--- src/rtl/tx_frame_sequencer.sv ---
// tx_frame_sequencer: symbol-rate burst scheduler for the 16-QAM modulator path.
// A burst is an alternating 0/F preamble, then payload symbols pulled from a
// valid/ready source, then a muted guard interval. One symbol index is issued
// per SPS clocks together with a first-clock strobe and a mute enable.
// Optional build macro TX_PILOT_EN inserts a 4'h5 pilot slot after every
// PILOT_INTERVAL payload data slots, never after the final one.
module tx_frame_sequencer #(
    parameter int SPS            = 8,
    parameter int PREAMBLE_LEN   = 16,
    parameter int PAYLOAD_LEN    = 64,
    parameter int GUARD_LEN      = 8,
    parameter int PILOT_INTERVAL = 16
) (
    input  logic       CLOCK_50,
    input  logic       RESET,
    input  logic       START,
    input  logic       CONTINUOUS,
    input  logic [3:0] DATA_IN,
    input  logic       DATA_VALID,
    output logic       DATA_READY,
    output logic [3:0] SYM_OUT,
    output logic       SYM_STB,
    output logic       SYM_EN,
    output logic       FRAME_ACTIVE,
    output logic       UNDERRUN
);

    typedef enum logic [1:0] {IDLE, PREAMBLE, PAYLOAD, GUARD} state_t;

    localparam int MAX_PG  = (PREAMBLE_LEN > GUARD_LEN) ? PREAMBLE_LEN : GUARD_LEN;
    localparam int MAX_LEN = (PAYLOAD_LEN > MAX_PG) ? PAYLOAD_LEN : MAX_PG;
    localparam int CW      = $clog2(MAX_LEN + 1);
    localparam int SW      = $clog2(SPS);

    localparam logic [SW-1:0] SAMP_LAST = SW'(SPS - 1);
    localparam logic [CW-1:0] PRE_LAST  = CW'(PREAMBLE_LEN - 1);
    localparam logic [CW-1:0] PAY_LAST  = CW'(PAYLOAD_LEN - 1);
    localparam logic [CW-1:0] GRD_LAST  = CW'(GUARD_LEN - 1);

    // Elaboration-time range check on the configuration; generates no logic.
    if (SPS < 2 || PREAMBLE_LEN < 1 || PAYLOAD_LEN < 1 || GUARD_LEN < 1 ||
        PILOT_INTERVAL < 1) begin : g_param_check
        $error("tx_frame_sequencer: parameter out of range");
    end

    state_t        state_q, state_d;
    logic [SW-1:0] samp_q, samp_d;   // sample index inside the current symbol slot
    logic [CW-1:0] cnt_q, cnt_d;     // symbol index within preamble/guard, data index in payload
    logic [3:0]    sym_q, sym_d;
    logic          und_q, und_d;
    logic          pend_q, pend_d;   // one-deep queued frame request

`ifdef TX_PILOT_EN
    localparam int             PW        = $clog2(PILOT_INTERVAL + 1);
    localparam logic [PW-1:0]  PIL_LAST  = PW'(PILOT_INTERVAL - 1);
    localparam logic [3:0]     PILOT_SYM = 4'h5;

    logic [PW-1:0] pcnt_q, pcnt_d;   // data slots since the last pilot
    logic          pilot_q, pilot_d; // current slot is a pilot
`endif

    logic       slot_end;
    logic       ready_w;
    logic [3:0] data_sym;

    assign slot_end = (state_q != IDLE) && (samp_q == SAMP_LAST);
    assign data_sym = DATA_VALID ? DATA_IN : 4'h0;

    // The source is offered a transfer on the last sample of a slot whose successor is a data slot.
`ifdef TX_PILOT_EN
    assign ready_w = slot_end &&
                     ((state_q == PREAMBLE && cnt_q == PRE_LAST) ||
                      (state_q == PAYLOAD && (pilot_q ||
                                              (cnt_q != PAY_LAST && pcnt_q != PIL_LAST))));
`else
    assign ready_w = slot_end &&
                     ((state_q == PREAMBLE && cnt_q == PRE_LAST) ||
                      (state_q == PAYLOAD && cnt_q != PAY_LAST));
`endif

    // State register: synchronous reset returns every register to its idle value.
    always_ff @(posedge CLOCK_50) begin
        // NOTE: sequential state uses non-blocking assignments so every register samples pre-edge values.
        if (RESET) begin
            state_q <= IDLE;
            samp_q  <= '0;
            cnt_q   <= '0;
            sym_q   <= 4'h0;
            und_q   <= 1'b0;
            pend_q  <= 1'b0;
`ifdef TX_PILOT_EN
            pcnt_q  <= '0;
            pilot_q <= 1'b0;
`endif
        end else begin
            state_q <= state_d;
            samp_q  <= samp_d;
            cnt_q   <= cnt_d;
            sym_q   <= sym_d;
            und_q   <= und_d;
            pend_q  <= pend_d;
`ifdef TX_PILOT_EN
            pcnt_q  <= pcnt_d;
            pilot_q <= pilot_d;
`endif
        end
    end

    // Next-state logic: slot sequencing, symbol selection and handshake side effects.
    always_comb begin
        // NOTE: every next-state value gets a hold default first so no path infers a latch.
        state_d = state_q;
        samp_d  = samp_q;
        cnt_d   = cnt_q;
        sym_d   = sym_q;
        und_d   = und_q;
        pend_d  = pend_q;
`ifdef TX_PILOT_EN
        pcnt_d  = pcnt_q;
        pilot_d = pilot_q;
`endif
        if (state_q != IDLE) begin
            samp_d = slot_end ? '0 : samp_q + SW'(1);
            if (START) pend_d = 1'b1;
        end
        // A starved handshake still consumes the slot (it carries 4'h0) and latches the flag.
        if (ready_w && !DATA_VALID) und_d = 1'b1;

        case (state_q)
            IDLE: begin
                if (START) begin
                    state_d = PREAMBLE;
                    samp_d  = '0;
                    cnt_d   = '0;
                    sym_d   = 4'h0;
                    und_d   = 1'b0;
                    pend_d  = 1'b0;
                end
            end
            PREAMBLE: begin
                if (slot_end) begin
                    if (cnt_q == PRE_LAST) begin
                        state_d = PAYLOAD;
                        cnt_d   = '0;
                        sym_d   = data_sym;
`ifdef TX_PILOT_EN
                        pcnt_d  = '0;
                        pilot_d = 1'b0;
`endif
                    end else begin
                        cnt_d = cnt_q + CW'(1);
                        sym_d = cnt_q[0] ? 4'h0 : 4'hF;
                    end
                end
            end
            PAYLOAD: begin
                if (slot_end) begin
`ifdef TX_PILOT_EN
                    if (pilot_q) begin
                        pilot_d = 1'b0;
                        sym_d   = data_sym;
                    end else if (cnt_q == PAY_LAST) begin
                        state_d = GUARD;
                        cnt_d   = '0;
                        sym_d   = 4'h0;
                    end else begin
                        cnt_d = cnt_q + CW'(1);
                        if (pcnt_q == PIL_LAST) begin
                            pilot_d = 1'b1;
                            pcnt_d  = '0;
                            sym_d   = PILOT_SYM;
                        end else begin
                            pcnt_d = pcnt_q + PW'(1);
                            sym_d  = data_sym;
                        end
                    end
`else
                    if (cnt_q == PAY_LAST) begin
                        state_d = GUARD;
                        cnt_d   = '0;
                        sym_d   = 4'h0;
                    end else begin
                        cnt_d = cnt_q + CW'(1);
                        sym_d = data_sym;
                    end
`endif
                end
            end
            GUARD: begin
                if (slot_end) begin
                    cnt_d = cnt_q + CW'(1);
                    if (cnt_q == GRD_LAST) begin
                        cnt_d = '0;
                        sym_d = 4'h0;
                        // A START landing on this very cycle counts as a queued request.
                        if (CONTINUOUS || pend_q || START) begin
                            state_d = PREAMBLE;
                            pend_d  = 1'b0;
                        end else begin
                            state_d = IDLE;
                        end
                    end
                end
            end
            default: state_d = IDLE;
        endcase
    end

    // Output decode: all outputs come from registers only.
    always_comb begin
        FRAME_ACTIVE = (state_q != IDLE);
        SYM_STB      = (state_q != IDLE) && (samp_q == '0);
        SYM_EN       = (state_q == PREAMBLE) || (state_q == PAYLOAD);
        DATA_READY   = ready_w;
        SYM_OUT      = sym_q;
        UNDERRUN     = und_q;
    end

endmodule

--- config.mk ---
export PLATFORM = sky130hd
export DESIGN_NAME = tx_frame_sequencer
export DESIGN_NICKNAME = d
export VERILOG_FILES = /design/src/rtl/tx_frame_sequencer.sv
export SDC_FILE = /design/constraint.sdc
export NUM_CORES = 1
export LEC_CHECK = 0
export ABC_AREA = 1
export ABC_CLOCK_PERIOD_IN_PS = 4500
export BUFFER_PORTS_ARGS = -buffer_cell sky130_fd_sc_hd__clkbuf_2
export CAP_MARGIN = 0
export CORE_MARGIN = 2
export CORE_UTILIZATION = 59
export DETAILED_ROUTE_END_ITERATION = 16
export PLACE_DENSITY = 0.88
export SYNTH_ARGS = -nofsm -noshare
export SYNTH_HDL_FRONTEND = slang
export SYNTH_SLANG_ARGS = --single-unit
--- constraint.sdc ---
create_clock -name CLOCK_50 -period 4.5 [get_ports CLOCK_50]
set_clock_uncertainty 0.15 [all_clocks]
set_input_delay 0.45 -clock CLOCK_50 [delete_from_list [all_inputs] [get_ports CLOCK_50]]
set_output_delay 0.45 -clock CLOCK_50 [all_outputs]
set_load 0.02 [all_outputs]
# == Word level (Yosys, flattened, before mapping) ==
# Cells that the tools add are included.
# word_totals
inputBits,9
ff_bits,18
output_inout_bits,9
# classes
n_mux,41
n_reduce_logical,17
add_sub_neg,2
n_eq_ne,15
# ops
cell,count
$mux W7,7
$mux W4,9
$pmux W7 S4,1
$pmux W4 S4,1
$mux W2,7
$mux W3,4
$ne A2 B2 Y1 const B,6
$mux W1,10
$pmux W2 S4,1
$add A7 B1 Y7 const B,1
$eq A7 B3 Y1 const B,1
$eq A7 B4 Y1 const B,1
$eq A7 B6 Y1 const B,1
$ne A7 B6 Y1 const B,1
$reduce_and A7 Y1,1
$logic_and A1 B1 Y1,6
$reduce_and A5 Y1,1
$eq A2 B2 Y1 const B,2
$logic_or A1 B1 Y1,4
$reduce_and A4 Y1,1
$add A3 B1 Y3 const B,1
$eq A3 B3 Y1 const B,1
$logic_not A3 Y1,1
$eq A2 B1 Y1 const B,1
other kinds (5),5

# == Longest topological paths before layout ==
# depth
ltp_word,8
depth_mapped,10
mapped_depth_nobuf,10

# == Least setup slack after synthesis ==
# OpenSTA, ideal clock, no wires.
# synth_timing
kind,reg2out
from,register cnt_q[0]
to,output DATA_READY
t_required_ns,3.900
arrival_ns,1.222
setup_slack_ns,2.678
path_buffers,0
stages_incl_launch_ff,6
cell_sequence,dfxtp_1 ha_1 nand3_4 nor2_4 nand2_2 a21oi_2
# synth_via
elab_chain_len,4
# synth_lines
element,line_no,source
"start, declared",48,"logic [CW-1:0] cnt_q, cnt_d;"
"start signal, assigned",98,cnt_q <= cnt_d;
$eq A7 B4 Y1 or $ne A7 B6 Y1 (tied branches),"77, 78",
"$logic_and A1 B1 Y1, on equally long branches","77, 78",
$logic_or A1 B1 Y1 *,77,((state_q == PREAMBLE && cnt_q == PRE_LAST) ||
$logic_and A1 B1 Y1 *,76,assign ready_w = slot_end &&
"end, declared",20,"output logic DATA_READY,"
# Every way passes the cells marked *; elsewhere a longest branch is shown, timed or not.

# == Worst setup path after layout ==
# Ends and elaborated chain as after synthesis.

==> reports/metrics.yaml <==
antenna_cells: 0
cts_buffers: 3
drc_errors: 0
num_rows: 15
crit_type: "reg2out"
cts_setup_buffers: 0
rr_worst_depth: 10
drive_above_1_share: 0.235
syn_to_final_growth_pct: 12.6
leakage_nw: 0.580
required_ns: 3.90
finalSetupTns_ns: 0
crit_slowest_cell: "dfxtp_1"
path_clk_slew_ns: 0.11
finalWorstSetupSlack_ns: 2.17
cts_root_buf: "clkbuf_4"
cts_htree_levels: 1
overflow: 0
min_period_over_period: 0.518
grt_pass1_vias: 978
cp_max_fo: 6
drt_pass1_iterations: 4
syn_inst: 164
coreArea_sq_um: 1780
hold_depth: 2
initial_utilization: 0.646
drt_iter0_markers: 38
hold_viol: 0
cts_resized: 0
die-area_sq_um: 2320
powerDensity_nw_per_um2: 510
die_y_um: 48.2
dp_hpwl_um: 1890
cp_cell_sequence: "ha_1, nand3_4, nor2_4, nand2_2, a21oi_2, clkbuf_2"
antenna_found_initial: 0
cts_tree: "done"
drt-vias-per-instance: 5.38
peakVddDrop_mv: 0.400
grt_pass1_wl_um: 3860
cts.path.max_buffers: 2
fillCellCount: 147
multiInputGateArea_sq_um: 702
cp-end-kind: "output pin"
fin_crit_ns: 2.33
gp_congestion: 0.912
io_buffers: 17
start_kind: "register"
antenna_left: 0
grt_max_degree: 12
slew_violations: 0
total_power_mw: 0.661
hp-class: "reg2reg"
syn_nets: 181
tightest_slew_ns: 0.247
dpl_worst_slack_ns: 2.52
r2r_start: "state_q[0]$_SDFFE_PP0P_"
yosysWarnings: 0
grt_use_total: 0.238
via_count: 1118
fin_area_sq_um: 1300
synth_seq_area_share: 0.313
seq_area_sq_um: 360
io_pins: 18
synth.distinct_cells: 26
ff2ff_setup_slack_ns: 2.55
cts_hold_buf: 0
place_area_sq_um: 1260
cts_sinks: 18
final_util: 0.728
wl_um: 2460
syn_area_sq_um: 1150
syn_area_per_cell_sq_um: 7.03
min_from: "SYM_OUT[0]$_SDFFE_PP0P_"
slew_headroom: 0.835
die_width_um: 48.2
ys_ff_latch: 18
status: "completed"
nets: 201
r2r_end: "cnt_q[3]$_SDFFE_PP0P_"
grt_setup_unrepaired: "no"
worstPathArrival_ns: 1.73
slowest_delay_ns: 0.42
clock.fmax_mhz: 429
cap_violations: 0
setup_viol: 0
holdPathEnd: "SYM_OUT[0]$_SDFFE_PP0P_"
clock_latency_ns: 0.30
wl_per_cell_um: 11.8
-- cells in the mapped netlist --
cell | count | area [sq um]
nor2_4 | 3 | 33.8
nand2_2 | 4 | 25.0
nor3_2 | 3 | 30.0
nand3_2 | 1 | 10.0
nand2_1 | 38 | 143
ha_1 | 8 | 100
xor2_1 | 2 | 17.5
dfxtp_1 | 18 | 360
inv_1 | 18 | 67.6
nand3_4 | 1 | 17.5
o21ai_0 | 5 | 25.0
o21ai_1 | 1 | 5.00
or2_0 | 1 | 6.26
a31oi_1 | 1 | 6.26
a21oi_1 | 12 | 60.1
nor3_1 | 3 | 15.0
nand3_1 | 11 | 55.1
a21oi_2 | 3 | 26.3
nand4_1 | 3 | 18.8
nand2_4 | 2 | 22.5
nor2_1 | 17 | 63.8
clkbuf_1 | 2 | 7.51
nor2_2 | 1 | 6.26
inv_2 | 4 | 15.0
o211ai_1 | 1 | 7.51
nor3b_1 | 1 | 7.51
-- how the worst max path moves through the flow --
stage / cells after the start / slack, ns / endpoint / startpoint
2_1_floorplan: 5 / 2.68 / DATA_READY / cnt_q[0]$_SDFFE_PP0P_
3_3_place_gp: 6 / 2.57 / DATA_READY / cnt_q[0]$_SDFFE_PP0P_
3_5_place_dp: 6 / 2.52 / DATA_READY / cnt_q[0]$_SDFFE_PP0P_
4_1_cts: 6 / 2.16 / DATA_READY / cnt_q[0]$_SDFFE_PP0P_
5_1_grt: 6 / 2.02 / DATA_READY / cnt_q[0]$_SDFFE_PP0P_
6_report: 6 / 2.17 / DATA_READY / cnt_q[0]$_SDFFE_PP0P_
-- state kept, by name (all words and copies together) (netlist names) --
signal / flops
pend_q: 1
samp_q: 3
state_q: 2
cnt_q: 7
UNDERRUN: 1
SYM_OUT: 4
-- through the flow --
stage / cells / hold WS [ns]
2_1_floorplan: 164 / 0.297
3_3_place_gp: 204 / 0.299
3_5_place_dp: 204 / 0.305
4_1_cts: 208 / 0.320
5_1_grt: 208 / 0.336
6_report: 208 / 0.319
-- layout by cell type, fill, tap and decap left out --
| cell | Yosys | routed |
|---|---|---|
| a21oi_1 | 12 | 12 |
| a21oi_2 | 3 | 3 |
| a31oi_1 | 1 | 1 |
| clkbuf_2 | 0 | 17 |
| clkbuf_4 | 0 | 3 |
| clkbuf_8 | 0 | 1 |
| dfxtp_1 | 18 | 18 |
| ha_1 | 8 | 8 |
| inv_1 | 18 | 18 |
| inv_2 | 4 | 4 |
| nand2_1 | 38 | 38 |
| nand2_2 | 4 | 4 |
| nand2_4 | 2 | 2 |
| nand3_1 | 11 | 11 |
| nand3_2 | 1 | 1 |
| nand3_4 | 1 | 1 |
| nand4_1 | 3 | 3 |
| nor2_1 | 17 | 17 |
| nor2_2 | 1 | 1 |
| nor2_4 | 3 | 3 |
| nor3_1 | 3 | 3 |
| nor3_2 | 3 | 3 |
| nor3b_1 | 1 | 1 |
| o211ai_1 | 1 | 1 |
| o21ai_0 | 5 | 5 |
| o21ai_1 | 1 | 1 |
| or2_0 | 1 | 1 |
| xor2_1 | 2 | 2 |
-- routing by layer --
| layer | global-route usage | vias up | wire length (um) |
|---|---|---|---|
| li1 | - | 569 | - |
| met1 | 0.290 | 506 | 1080 |
| met2 | 0.403 | 38 | 1210 |
| met3 | 0.0481 | 5 | 135 |
| met4 | 0.108 | 0 | 44 |
| met5 | 0 | - | 0 |
-- power breakdown --
part | switching (mW) | total [mW] | internal [mW]
clock network | 0.0533 | 0.103 | 0.0494
registers | 0.0259 | 0.211 | 0.185
logic | 0.236 | 0.348 | 0.112
total | 0.315 | 0.661 | 0.346
-- worst max-delay path: cells and delay by family, from the launching register on --
family                   cells  cell delay (ns)
AO/OA/AOI/OAI                1             0.15
adder cells (fa/ha/maj)      1             0.28
buffers and inverters        1             0.18
flip-flops                   1             0.42
AND/OR/NAND/NOR              3             0.39
-- kinds of logic (layout without fill, tap and decap cells) --
kind of cell    count (synthesis)  in the layout  synth area share
fa+ha+maj                       8              8            0.0869
buf+inv                        24             43            0.0782
flops                          18             18             0.313
simple gates                   89             89             0.394
compound gates                 23             23             0.113
xor+xnor                        2              2            0.0152
-- area by class of cell --
type	count	area share
Multi-Input combinational cell	122	0.541
Sequential cell	18	0.278
Timing Repair Buffer	17	0.0656
Inverter	22	0.0636
Clock buffer	4	0.0280
Tap cell	25	0.0241
Note: power is estimated with default switching activity, not from simulation.
